**src/rtl/input_port.sv**
```systemverilog
// Router input port: buffers link flits in a FIFO, locks a wormhole route from head to tail, emits tagged words.
// Latency: head pushed at edge N, route latched at N+1, tagged head on outData after N+2; then 1 flit/cycle.
// Backpressure: inReady = !full upstream; pops stall while portBlock[route] is high. Optional INPUT_PORT_STATS_EN builds flitCount.
module input_port #(
    parameter int flitWidth         = 16,
    parameter int flitWidthModified = 19,
    parameter int fifoDepth         = 8
) (
    input  logic                         clk,
    input  logic                         rst_n,
    input  logic                         inValid,
    input  logic [flitWidth-1:0]         inFlit,
    output logic                         inReady,
    input  logic [3:0]                   portBlock,
    output logic [flitWidthModified-1:0] outData,
    output logic                         errDrop,
    output logic [15:0]                  flitCount
);

    localparam int AW = $clog2(fifoDepth);
    localparam int CW = AW + 1;
    localparam logic [AW-1:0] PTR_ONE = 1;
    localparam logic [CW-1:0] CNT_ONE = 1;
    localparam logic [CW-1:0] CNT_FULL = CW'(fifoDepth);

    typedef enum logic {
        ST_IDLE,
        ST_FORWARD
    } state_t;

    logic [flitWidth-1:0]         mem_q [fifoDepth];
    logic [AW-1:0]                wr_ptr_q, wr_ptr_d;
    logic [AW-1:0]                rd_ptr_q, rd_ptr_d;
    logic [CW-1:0]                count_q, count_d;
    state_t                       state_q, state_d;
    logic [1:0]                   route_q, route_d;
    logic [flitWidthModified-1:0] out_data_q, out_data_d;
    logic                         err_drop_q, err_drop_d;

    logic                         full;
    logic                         empty;
    logic                         push;
    logic                         pop;
    logic [flitWidth-1:0]         front;

    // FIFO status and head-of-queue view; a full FIFO refuses pushes even if a pop happens this cycle
    always_comb begin
        full  = (count_q == CNT_FULL);
        empty = (count_q == '0);
        push  = inValid && !full;
        front = mem_q[rd_ptr_q];
    end

    assign inReady = !full;
    assign outData = out_data_q;
    assign errDrop = err_drop_q;

    // Route FSM: latch dest from head, forward until tail, discard orphan body flits while idle
    always_comb begin
        state_d    = state_q;
        route_d    = route_q;
        pop        = 1'b0;
        err_drop_d = 1'b0;
        // no pop: clear valid, keep route and flit fields as they were
        out_data_d = {out_data_q[flitWidthModified-1:flitWidth+1], 1'b0, out_data_q[flitWidth-1:0]};
        case (state_q)
            ST_IDLE: begin
                if (!empty) begin
                    if (front[flitWidth-1]) begin
                        route_d = front[flitWidth-3 -: 2];
                        state_d = ST_FORWARD;
                    end else begin
                        pop        = 1'b1;
                        err_drop_d = 1'b1;
                    end
                end
            end
            ST_FORWARD: begin
                // head bits seen here are ordinary payload; only TAIL ends the worm
                if (!empty && !portBlock[route_q]) begin
                    pop        = 1'b1;
                    out_data_d = {route_q, 1'b1, front};
                    if (front[flitWidth-2]) begin
                        state_d = ST_IDLE;
                    end
                end
            end
            default: state_d = ST_IDLE;
        endcase
    end

    // FIFO pointer and occupancy next-state
    always_comb begin
        wr_ptr_d = push ? wr_ptr_q + PTR_ONE : wr_ptr_q;
        rd_ptr_d = pop ? rd_ptr_q + PTR_ONE : rd_ptr_q;
        case ({push, pop})
            2'b10:   count_d = count_q + CNT_ONE;
            2'b01:   count_d = count_q - CNT_ONE;
            default: count_d = count_q;
        endcase
    end

    // FIFO storage; contents need no reset since pointers define validity
    always_ff @(posedge clk) begin
        if (push) begin
            mem_q[wr_ptr_q] <= inFlit;
        end
    end

    // Control and output registers with synchronous reset
    always_ff @(posedge clk) begin
        if (!rst_n) begin
            wr_ptr_q   <= '0;
            rd_ptr_q   <= '0;
            count_q    <= '0;
            state_q    <= ST_IDLE;
            route_q    <= 2'd0;
            out_data_q <= '0;
            err_drop_q <= 1'b0;
        end else begin
            wr_ptr_q   <= wr_ptr_d;
            rd_ptr_q   <= rd_ptr_d;
            count_q    <= count_d;
            state_q    <= state_d;
            route_q    <= route_d;
            out_data_q <= out_data_d;
            err_drop_q <= err_drop_d;
        end
    end

`ifdef INPUT_PORT_STATS_EN
    logic        fwd_pop;
    logic [15:0] flit_count_q, flit_count_d;

    // Saturating count of flits forwarded downstream
    always_comb begin
        fwd_pop      = pop && (state_q == ST_FORWARD);
        flit_count_d = flit_count_q;
        if (fwd_pop && (flit_count_q != 16'hFFFF)) begin
            flit_count_d = flit_count_q + 16'd1;
        end
    end

    // Counter register, cleared only by reset
    always_ff @(posedge clk) begin
        if (!rst_n) begin
            flit_count_q <= 16'd0;
        end else begin
            flit_count_q <= flit_count_d;
        end
    end

    assign flitCount = flit_count_q;
`else
    assign flitCount = 16'd0;
`endif

endmodule
```
**config.mk**
```make
export PLATFORM = sky130hd
export DESIGN_NAME = input_port
export DESIGN_NICKNAME = d
export VERILOG_FILES = /design/src/rtl/input_port.sv
export SDC_FILE = /design/constraint.sdc
export NUM_CORES = 1
export LEC_CHECK = 0
export BUFFER_PORTS_ARGS = -buffer_cell sky130_fd_sc_hd__buf_2
export CORE_MARGIN = 5
export CORE_UTILIZATION = 25
export DETAILED_ROUTE_END_ITERATION = 10
export GPL_TIMING_DRIVEN = 0
export PLACE_DENSITY = 0.37
export SETUP_SLACK_MARGIN = 0.2
export SYNTH_ARGS = -nofsm -noshare
export SYNTH_HDL_FRONTEND = slang
export SYNTH_SLANG_ARGS = --single-unit
```
**constraint.sdc**
```tcl
create_clock -name clk -period 3.73 [get_ports clk]
set_input_delay 0.373 -clock clk [delete_from_list [all_inputs] [get_ports clk]]
set_output_delay 0.373 -clock clk [all_outputs]
set_load 0.1 [all_outputs]
```
==> run_results.csv, run 1 <==
group,metric,value,unit
critical_path,reg2reg_to,"count_q[2]",
critical_path,path_cells,"clkbuf_1 -> nor4_2 -> nor3b_2 -> buf_4 -> a21oi_2 -> inv_1 -> ha_1 -> xor2_1 -> ha_1 -> a21oi_1 -> xor2_1 -> or3_1 -> a21boi_0",
timing,fin_worst_skew,0.00894,ns
timing,final.setup.tns,0,ns
floorplanning,io_pins,60,
grt,grt_pass1_wl,22500,µm
finish,area_delta_synth_final,23.0,%
synth,synthFlopType,"edfxtp_1",
floorplanning,dieHeight,171,µm
critical_path,crit_type,"flop to flop",
timing,finalSetupViolCount,0,
synth,synth_top_family_by_area,"multiplexers",
routing,via_count,3324,
routing,finalWirelength,15200,µm
floorplanning,die_w,171,µm
critical_path,required,4.08,ns
clocking,path_clk_slew,0.06,ns
critical_path,slowest_stage,"nor4_2",
synth,ys_top_cells_by_area,"edfxtp_1 (60%), mux4_2 (12%), dfxtp_1 (11%), mux2i_1 (3.0%), o211a_1 (2.5%)",
hold_path,hp-class,"input pin to flop",
critical_path,critPathBufInv,3,
clocking,cts_sinks,164,
synth,synth-async-reset-ratio,0,
critical_path,r2r-start,"count_q[1]",
synth,syn_avg_cell_area,18.0,µm²
floorplanning,floorplan.initialDensity,0.255,
clocking,cts_tree,"yes",
place,place.gp.congestion,0.716,
synth,synthCells,357,
hold_path,hold_end,"mem_q[6][13]",
routing,routed_via_density,4.21,
finish,drive_gt1_frac,0.334,
routing,drc_errors,0,
hold_path,min_from,"inFlit[13]",
pwr,ir_drop,0.260,mV
routing,dr.first_iter.drc_count,168,
critical_path,cp-end-kind,"flop",
synth,synth-compound-area-share,0.0390,
grt,grt_pass1_vias,3472,
floorplanning,core_area,0.0253,mm²
finish,fin_nets,474,
place,placed_cells,757,
clocking,h-tree-depth,4,
routing,dr.pass1.iters,4,
synth,synth-simple-area-share,0.0499,
critical_path,critPathMaxFanout,9,
status,status,"finished clean",
clocking,cts_hold_buf,0,
timing,slew_headroom,0.252,
critical_path,cp_data_arrival_time,3.29,ns
synth,yosysWarnings,0,
critical_path,cpPeakStageDelay,0.42,ns
synth,synth.distinct_cells,37,
grt,grtUsageTotal,0.109,
synth,synth_adder_area_share,0.00971,
synth,synth_top_area_share,0.597,
synth,synth-edff-count,128,
critical_path,r2r_cells,13,
place,dpl.hpwl,10400,µm
synth,syn_area,0.00644,mm²
pwr,power_leakage,2.86,nW
synth,synth.mux.area_fraction,0.150,
run,maxCapViolCount,0,
floorplanning,die_area,0.0291,mm²
finish,utilization,0.314,
timing,drv_slew,0,
clocking,clk_latency,0.42,ns
clocking,cts_setup_buffers,0,
synth,yosysSeqAreaShare,0.708,
clocking,cts_repair_resize_count,0,
clocking,cts_buffers,17,
grt,grt_max_degree,17,
routing,detail-route-antenna-nets,0,
timing,rsz0062_at_grt,"false",
place,io_buffers,42,
timing,fin_crit_sh,0.789,
pwr,powerDensity,703,mW/mm²
critical_path,crit_family,"simple AND/OR/NAND/NOR gates",
timing,final_hold_viol_count,0,
grt,grt.overflow.total,0,
critical_path,cp-start-kind,"flop",
synth,ys_seq_elements,164,
synth,synth_xor_area_frac,0.00816,
synth,synth_top_cells_by_count,"edfxtp_1 (128), dfxtp_1 (36), mux4_2 (33)",
timing,timing.fmax,340,MHz
hold_path,hold_path_depth,1,
synth,synth_top_area_cell,"edfxtp_1",
routing,wl_per_cell,19.3,µm
clocking,cts_root_buf,"clkbuf_16",
critical_path,r2r_slack,0.79,ns
timing,period_minus_slack,2.94,ns
finish,instances_no_fill,789,
grt,antenna_found_initial,0,
clocking,cts_buffer_depth,2,
timing,tightest_slew,1.12,ns
floorplanning,rows,58,
synth,synth_most_common_cell,"edfxtp_1",
-- area by class of cell --
type	count	area, µm²
multi-input cells	172	1760
clock buffers	18	429
plain buffers	34	213
repair buffers	55	380
inverters	2	7.51
well taps	330	413
clock inverters	13	158
diodes	1	2.50
flip-flops and latches	164	4560
fillers	2511	17300
-- worst max path at each step --
stage          startpoint     endpoint  slack [ns]  cells after the start
2_1_floorplan  count_q[1]  mem_q[2][0]        0.37                      5
3_5_place_dp   count_q[1]   count_q[2]        0.74                     13
6_report       count_q[1]   count_q[2]        0.79                     13
4_1_cts        count_q[1]   count_q[2]        0.72                     13
3_3_place_gp   count_q[1]  mem_q[1][7]       -0.66                      5
5_1_grt        count_q[1]   count_q[2]        0.42                     13
-- flip-flops by register name, indices dropped and copies added, names as in the netlist, named ones only --
| register | count |
|---|---|
| outData | 19 |
| route_q | 2 |
| rd_ptr_q | 3 |
| count_q | 4 |
| mem_q | 128 |
| errDrop | 1 |
| wr_ptr_q | 3 |
| state_q | 1 |
-- through the flow --
| stage | hold WS, ns | area, µm² | setup WS, ns | total power [mW] |
|---|---|---|---|---|
| 2_1_floorplan | 0.462 | 6510 | 0.372 | 3.49 |
| 3_3_place_gp | 0.476 | 7130 | -0.660 | 3.86 |
| 3_5_place_dp | 0.481 | 7340 | 0.738 | 3.90 |
| 4_1_cts | 0.205 | 7920 | 0.721 | 5.67 |
| 5_1_grt | 0.210 | 7920 | 0.420 | 5.85 |
| 6_report | 0.217 | 7930 | 0.788 | 5.57 |
-- layout by cell type (no fill, tap or decap), types with 3 or more instances in the layout --
cell type and instances:
xnor2_1 3, buf_2 47, nand2_1 21, clkinv_1 3, and2_1 6, ha_1 5
buf_1 3, edfxtp_1 128, nor3_2 4, mux2i_1 19, clkbuf_16 17, nand3_1 4
dfxtp_1 36, mux4_2 33, o211a_1 16, o21ai_0 3, clkinvlp_4 4, buf_6 11
conb_1 16, o21a_1 4, xor2_1 3, bufinv_16 3, nor2_1 3, nor2b_1 6
clkbuf_1 7, nor2_2 3, nand2b_1 4, buf_4 19
-- where the power goes --
part | switching (mW) | internal (mW)
logic | 0.983 | 0.607
registers | 0.0923 | 2.14
clock network | 0.701 | 1.05
total | 1.78 | 3.80
-- worst register-to-register path, delay by kind of cell (launching register included) --
| family | cells | cell delay [ns] |
|---|---|---|
| AOI/OAI and AO/OA | 3 | 0.58 |
| xor gates and xnor gates | 2 | 0.26 |
| adders and majority gates | 2 | 0.45 |
| buffers and inverters | 3 | 0.48 |
| DFF | 1 | 0.30 |
| and+or+nand+nor | 3 | 0.80 |
-- layer usage --
| metal | up-vias | wire [µm] | GRT usage | part of all wire |
|---|---|---|---|---|
| met5 | - | 0 | 0 | 0 |
| met4 | 0 | 100 | 0.0344 | 0.0066 |
| met3 | 9 | 617 | 0.0245 | 0.041 |
| met2 | 65 | 7250 | 0.178 | 0.48 |
| met1 | 1705 | 7230 | 0.144 | 0.48 |
| li1 | 1545 | - | - | - |
-- kinds of logic after synthesis --
| kind of cell | Yosys count |
|---|---|
| buffers and inverters | 36 |
| other | 1 |
| AOI/OAI and AO/OA | 30 |
| xor gates and xnor gates | 6 |
| muxes | 54 |
| DFF | 164 |
| and+or+nand+nor | 61 |
| adders and majority gates | 5 |
Power figures use the tool's default switching activity.
==> run 2: changes to the inputs <==
--- a/config.mk
+++ b/config.mk
@@ -10,7 +10,7 @@
 export CORE_UTILIZATION = 25
 export DETAILED_ROUTE_END_ITERATION = 10
 export GPL_TIMING_DRIVEN = 0
-export PLACE_DENSITY = 0.37
+export PLACE_DENSITY = 0.39
 export SETUP_SLACK_MARGIN = 0.2
 export SYNTH_ARGS = -nofsm -noshare
 export SYNTH_HDL_FRONTEND = slang
==> constraint.sdc (replaced) <==
create_clock -name clk -period 2.5 [get_ports clk]
set_input_delay 0.25 -clock clk [delete_from_list [all_inputs] [get_ports clk]]
set_output_delay 0.25 -clock clk [all_outputs]
set_load 0.1 [all_outputs]
==> run 2 against run 1 <==
Against the previous run: power grew 55%; clock power grew 48%; register-to-register slack lost 0.76 ns; via count grew 1.5%; first-iteration DRC count shrank 22%; combinational power grew 70%; sequential power grew 50%; utilization grew 0.82 points; critical endpoint is now count_q[3].
==> run_results.csv, run 2 (synthesized netlist as in run 1, its figures left out) <==
group,metric,value,unit
finish,area_delta_synth_final,26.2,%
finish,layout_common_cells,"edfxtp_1 (128), buf_2 (47), dfxtp_1 (34)",
critical_path,cp-start-kind,"flop",
place,dpl.hpwl,10100,µm
pwr,ir_drop,0.401,mV
routing,met3_length,729,µm
clocking,cts_buffers,17,
critical_path,required,2.82,ns
critical_path,r2r_cells,12,
finish,instances_no_fill,795,
clocking,cts_tree,"yes",
floorplanning,rows,58,
routing,top_layer,"met4",
timing,fin_worst_skew,0.0125,ns
critical_path,crit_type,"flop to flop",
place,place.gp.congestion,0.686,
floorplanning,core_area,0.0253,mm²
routing,met2_length,7220,µm
clocking,cts_hold_buf,0,
floorplanning,io_pins,60,
grt,antenna_found_initial,0,
routing,via_count,3374,
finish,largest_reg_flops,128,
place,place_ws,-0.242,ns
timing,period_minus_slack,2.47,ns
finish,layout_commonest_cell,"edfxtp_1",
timing,fin_crit_sh,0.988,
routing,dr.first_iter.drc_count,131,
clocking,cts_buffer_depth,2,
critical_path,cp-end-kind,"flop",
timing,slew_headroom,0.326,
routing,finalWirelength,14900,µm
pwr,powerDensity,1060,mW/mm²
pwr,power.switching,2.83,mW
critical_path,critPathCapture,"count_q[3]",
finish,n_antenna_cell,0,
routing,wl_per_cell,18.7,µm
status,status,"finished clean",
timing,tightest_slew,1.01,ns
finish,fin_nets,480,
pwr,seq_power_share,0.388,
timing,setup_ws,0.0294,ns
grt,grt.overflow.total,0,
hold_path,hp-class,"input pin to flop",
hold_path,min_from,"inFlit[6]",
critical_path,r2r_slack,0.03,ns
timing,drv_slew,0,
clocking,cts_sinks,164,
pwr,power_leakage,2.93,nW
floorplanning,die_area,0.0291,mm²
critical_path,reg2reg_to,"count_q[3]",
grt,grt_max_degree,17,
floorplanning,floorplan.initialDensity,0.255,
pwr,power.internal,5.81,mW
clocking,path_clk_slew,0.07,ns
routing,drc_errors,0,
run,maxCapViolCount,0,
place,placed_cells,752,
routing,dr.pass1.iters,4,
routing,detail-route-antenna-nets,0,
clocking,clk_latency,0.42,ns
pwr,swShare,0.327,
timing,final_hold_viol_count,0,
pwr,pwr-share-clk,0.300,
grt,grt_pass1_vias,3680,
timing,rsz0062_at_grt,"true",
timing,finalSetupViolCount,0,
finish,top_register,"mem_q",
routing,detail_route.wirelength.met1,6720,µm
finish,drive_gt1_frac,0.387,
pwr,finalPower,8.64,mW
grt,grt_pass1_wl,22700,µm
clocking,cts_root_buf,"clkbuf_16",
floorplanning,die_w,171,µm
routing,routed_via_density,4.24,
place,io_buffers,42,
timing,timing.fmax,405,MHz
pwr,comb_power_share,0.313,
grt,grtUsageTotal,0.108,
critical_path,critPathMaxFanout,3,
clocking,h-tree-depth,4,
floorplanning,dieHeight,171,µm
critical_path,cp_data_arrival_time,2.79,ns
==> run 2: routing by layer <==
layer,track usage,vias up
met5,0,-
met4,0.0344,0
met3,0.0261,10
met2,0.178,73
met1,0.141,1737
li1,-,1554
==> run 2: worst max-delay path, stage by stage (launching register included) <==
cell	delay, ns
dfxtp_2	0.32
buf_6	0.10
mux4_2	0.52
mux2i_4	0.22
a21oi_4	0.09
inv_2	0.09
ha_4	0.15
buf_4	0.12
nor4bb_2	0.19
a21oi_1	0.07
o21a_1	0.19
o21a_1	0.17
o21a_1	0.17
==> run 2: worst min-delay path by stage <==
stage | cells past startpoint | end
after floorplan | 0 | mem_q[0][0]
after global placement | 2 | rd_ptr_q[2]
after detailed placement | 1 | outData[2]
after CTS | 1 | mem_q[3][8]
after global routing | 1 | mem_q[7][7]
final | 1 | mem_q[7][6]
==> run 2: power by group through the flow <==
stage	Combinational, mW	Clock [mW]	Sequential, mW
detailed placement	2.47	0	3.40
finish	2.70	2.59	3.35
global placement	2.40	0	3.40
CTS	2.71	2.67	3.35
global route	2.93	2.77	3.38
floorplan	1.53	0	3.75
==> run 2: metrics by stage <==
step	setup TNS, ns	cell area [µm²]	utilization	hold slack [ns]
final	0	8130	0.322	0.0939
after floorplan	0	6570	-	0.349
after global placement	-54.73	7200	0.285	0.472
after detailed placement	-0.465	7360	0.291	0.484
after CTS	-0.0144	8080	0.320	0.0793
after global routing	-0.229	8130	0.322	0.0939
==> run 2: timing repair <==
item                                    in CTS  in global routing
buffers inserted                            10                  1
gates resized for setup                     16                  9
endpoints found under the setup margin      39                 32
pin swaps                                    7                  2
cloned                                       0                  0
==> run 2: final cells by class <==
cell class                      instances  area [µm²]
Buffer                                 34         250
Clock buffer                           19         453
Clock inverter                         13         138
Fill cell                            2497       17100
Inverter                                2        7.51
Multi-Input combinational cell        172        1880
Sequential cell                       164        4570
Tap cell                              330         413
Timing Repair Buffer                   61         425
==> run 3: changes to the inputs <==
--- a/config.mk
+++ b/config.mk
@@ -11,6 +11,7 @@
 export DETAILED_ROUTE_END_ITERATION = 10
 export GPL_TIMING_DRIVEN = 0
 export PLACE_DENSITY = 0.39
+export RECOVER_POWER = 25
 export SETUP_SLACK_MARGIN = 0.2
 export SYNTH_ARGS = -nofsm -noshare
 export SYNTH_HDL_FRONTEND = slang
==> run 3 against run 2 <==
Against the previous run: setup slack hardly changed; via count hardly changed; clock skew hardly changed; combinational power hardly changed; count of clock-buffer cells in the layout stayed put.
==> run_results.csv, run 3 (synthesized netlist as in run 1, its figures left out) <==
group,metric,value,unit
clocking,path_clk_slew,0.07,ns
clocking,cts_sinks,164,
critical_path,cp-end-kind,"flop",
clocking,clk_latency,0.42,ns
timing,final.setup.tns,0,ns
floorplanning,core_area,0.0253,mm²
floorplanning,floorplan.initialDensity,0.255,
pwr,power_leakage,2.90,nW
finish,largest_reg_flops,128,
routing,dr.pass1.iters,4,
clocking,cts_tree,"yes",
critical_path,path_cells,"buf_6 -> mux4_2 -> mux2i_4 -> a21oi_4 -> inv_2 -> ha_4 -> buf_4 -> nor4bb_2 -> a21oi_1 -> o21a_1 -> o21a_1 -> o21a_1",
critical_path,r2r_cells,12,
clocking,cts_buffer_depth,2,
grt,grt.overflow.total,0,
timing,setup_ws,0.0292,ns
grt,grt_pass1_wl,22700,µm
timing,drv_slew,0,
place,io_buffers,42,
timing,finalSetupViolCount,0,
critical_path,cp_data_arrival_time,2.79,ns
critical_path,cp-start-kind,"flop",
place,dpl.hpwl,10100,µm
routing,routed_via_density,4.25,
clocking,cts_root_buf,"clkbuf_16",
timing,final_hold_viol_count,0,
run,maxCapViolCount,0,
place,place.gp.congestion,0.686,
pwr,ir_drop,0.401,mV
pwr,finalPower,8.64,mW
hold_path,hp-class,"input pin to flop",
critical_path,reg2reg_to,"count_q[3]",
finish,drive_gt1_frac,0.361,
clocking,h-tree-depth,4,
routing,finalWirelength,14900,µm
critical_path,critPathBufInv,3,
critical_path,crit_path_frequent_cell,"o21a_1",
timing,rsz0062_at_grt,"true",
critical_path,slowest_stage,"mux4_2",
timing,timing.fmax,405,MHz
hold_path,hold_end,"mem_q[5][14]",
pwr,powerDensity,1060,mW/mm²
finish,fin_nets,480,
grt,grt_pass1_vias,3680,
floorplanning,die_w,171,µm
place,place_area,0.00736,mm²
finish,n_antenna_cell,0,
finish,layout_common_cells,"edfxtp_1 (128), buf_2 (35), dfxtp_1 (34)",
timing,period_minus_slack,2.47,ns
critical_path,cpPeakStageDelay,0.52,ns
finish,layout_commonest_cell,"edfxtp_1",
hold_path,min_from,"inFlit[14]",
hold_path,hold_path_depth,1,
floorplanning,io_pins,60,
routing,via_count,3377,
critical_path,r2r_slack,0.03,ns
finish,design_area,0.00812,mm²
grt,antenna_found_initial,0,
routing,dr.first_iter.drc_count,128,
finish,area_delta_synth_final,26.0,%
floorplanning,die_area,0.0291,mm²
finish,instances_no_fill,795,
timing,slew_headroom,0.329,
timing,whs,0.108,ns
place,placed_cells,752,
critical_path,required,2.82,ns
finish,utilization,0.321,
finish,top_register,"mem_q",
timing,fin_crit_sh,0.988,
grt,grt_max_degree,17,
routing,drc_errors,0,
grt,grtUsageTotal,0.108,
floorplanning,dieHeight,171,µm
timing,tightest_slew,1.01,ns
place,place_ws,-0.242,ns
clocking,cts_buffers,17,
critical_path,critPathMaxFanout,3,
critical_path,crit_type,"flop to flop",
status,status,"finished clean",
critical_path,crit_family,"multiplexers",
routing,wl_per_cell,18.7,µm
routing,detail-route-antenna-nets,0,
timing,fin_worst_skew,0.0125,ns
floorplanning,rows,58,
finish,fill_cells,2501,
==> run 3: where the power goes <==
part	total [mW]	internal [mW]	switching, mW	leakage, nW
Combinational	2.70	1.15	1.55	1.15
Sequential	3.35	3.20	0.149	1.46
Clock	2.59	1.46	1.13	0.292
Total	8.64	5.81	2.83	2.90
==> run 3: routing by layer <==
metal / share of wire / up-vias / routed length (µm) / track usage
met5: 0 / - / 0 / 0
met4: 0.012 / 0 / 173 / 0.0344
met3: 0.051 / 10 / 763 / 0.0261
met2: 0.49 / 70 / 7250 / 0.178
met1: 0.45 / 1743 / 6700 / 0.141
li1: - / 1554 / - / -
==> run 3: layout make-up <==
type	count	area (µm²)	share of cell area
well taps	330	413	0.0509
repair buffers	61	410	0.0506
clock buffers	19	453	0.0558
flip-flops and latches	164	4570	0.563
plain buffers	34	250	0.0308
clock inverters	13	138	0.0170
inverters	2	7.51	0.000925
multi-input cells	172	1880	0.232
==> run 3: timing repair <==
action,4_1_cts,5_1_grt
pin swaps,7,2
cloned,0,0
resized for setup,16,9
hold buffers,0,0
setup endpoints to repair,39,32
setup buffers,10,1
==> run 3: how the worst max path moves through the flow <==
stage                           from           end  slack [ns]  cells after the start
after global routing            flop    count_q[2]       -0.12                     12
after global placement    count_q[1]  mem_q[6][13]       -0.52                      5
final                           flop    count_q[3]        0.03                     12
after detailed placement  count_q[1]    count_q[2]       -0.24                     13
after CTS                       flop    count_q[2]       -0.01                     12
after floorplan                 flop    count_q[2]        0.05                     12
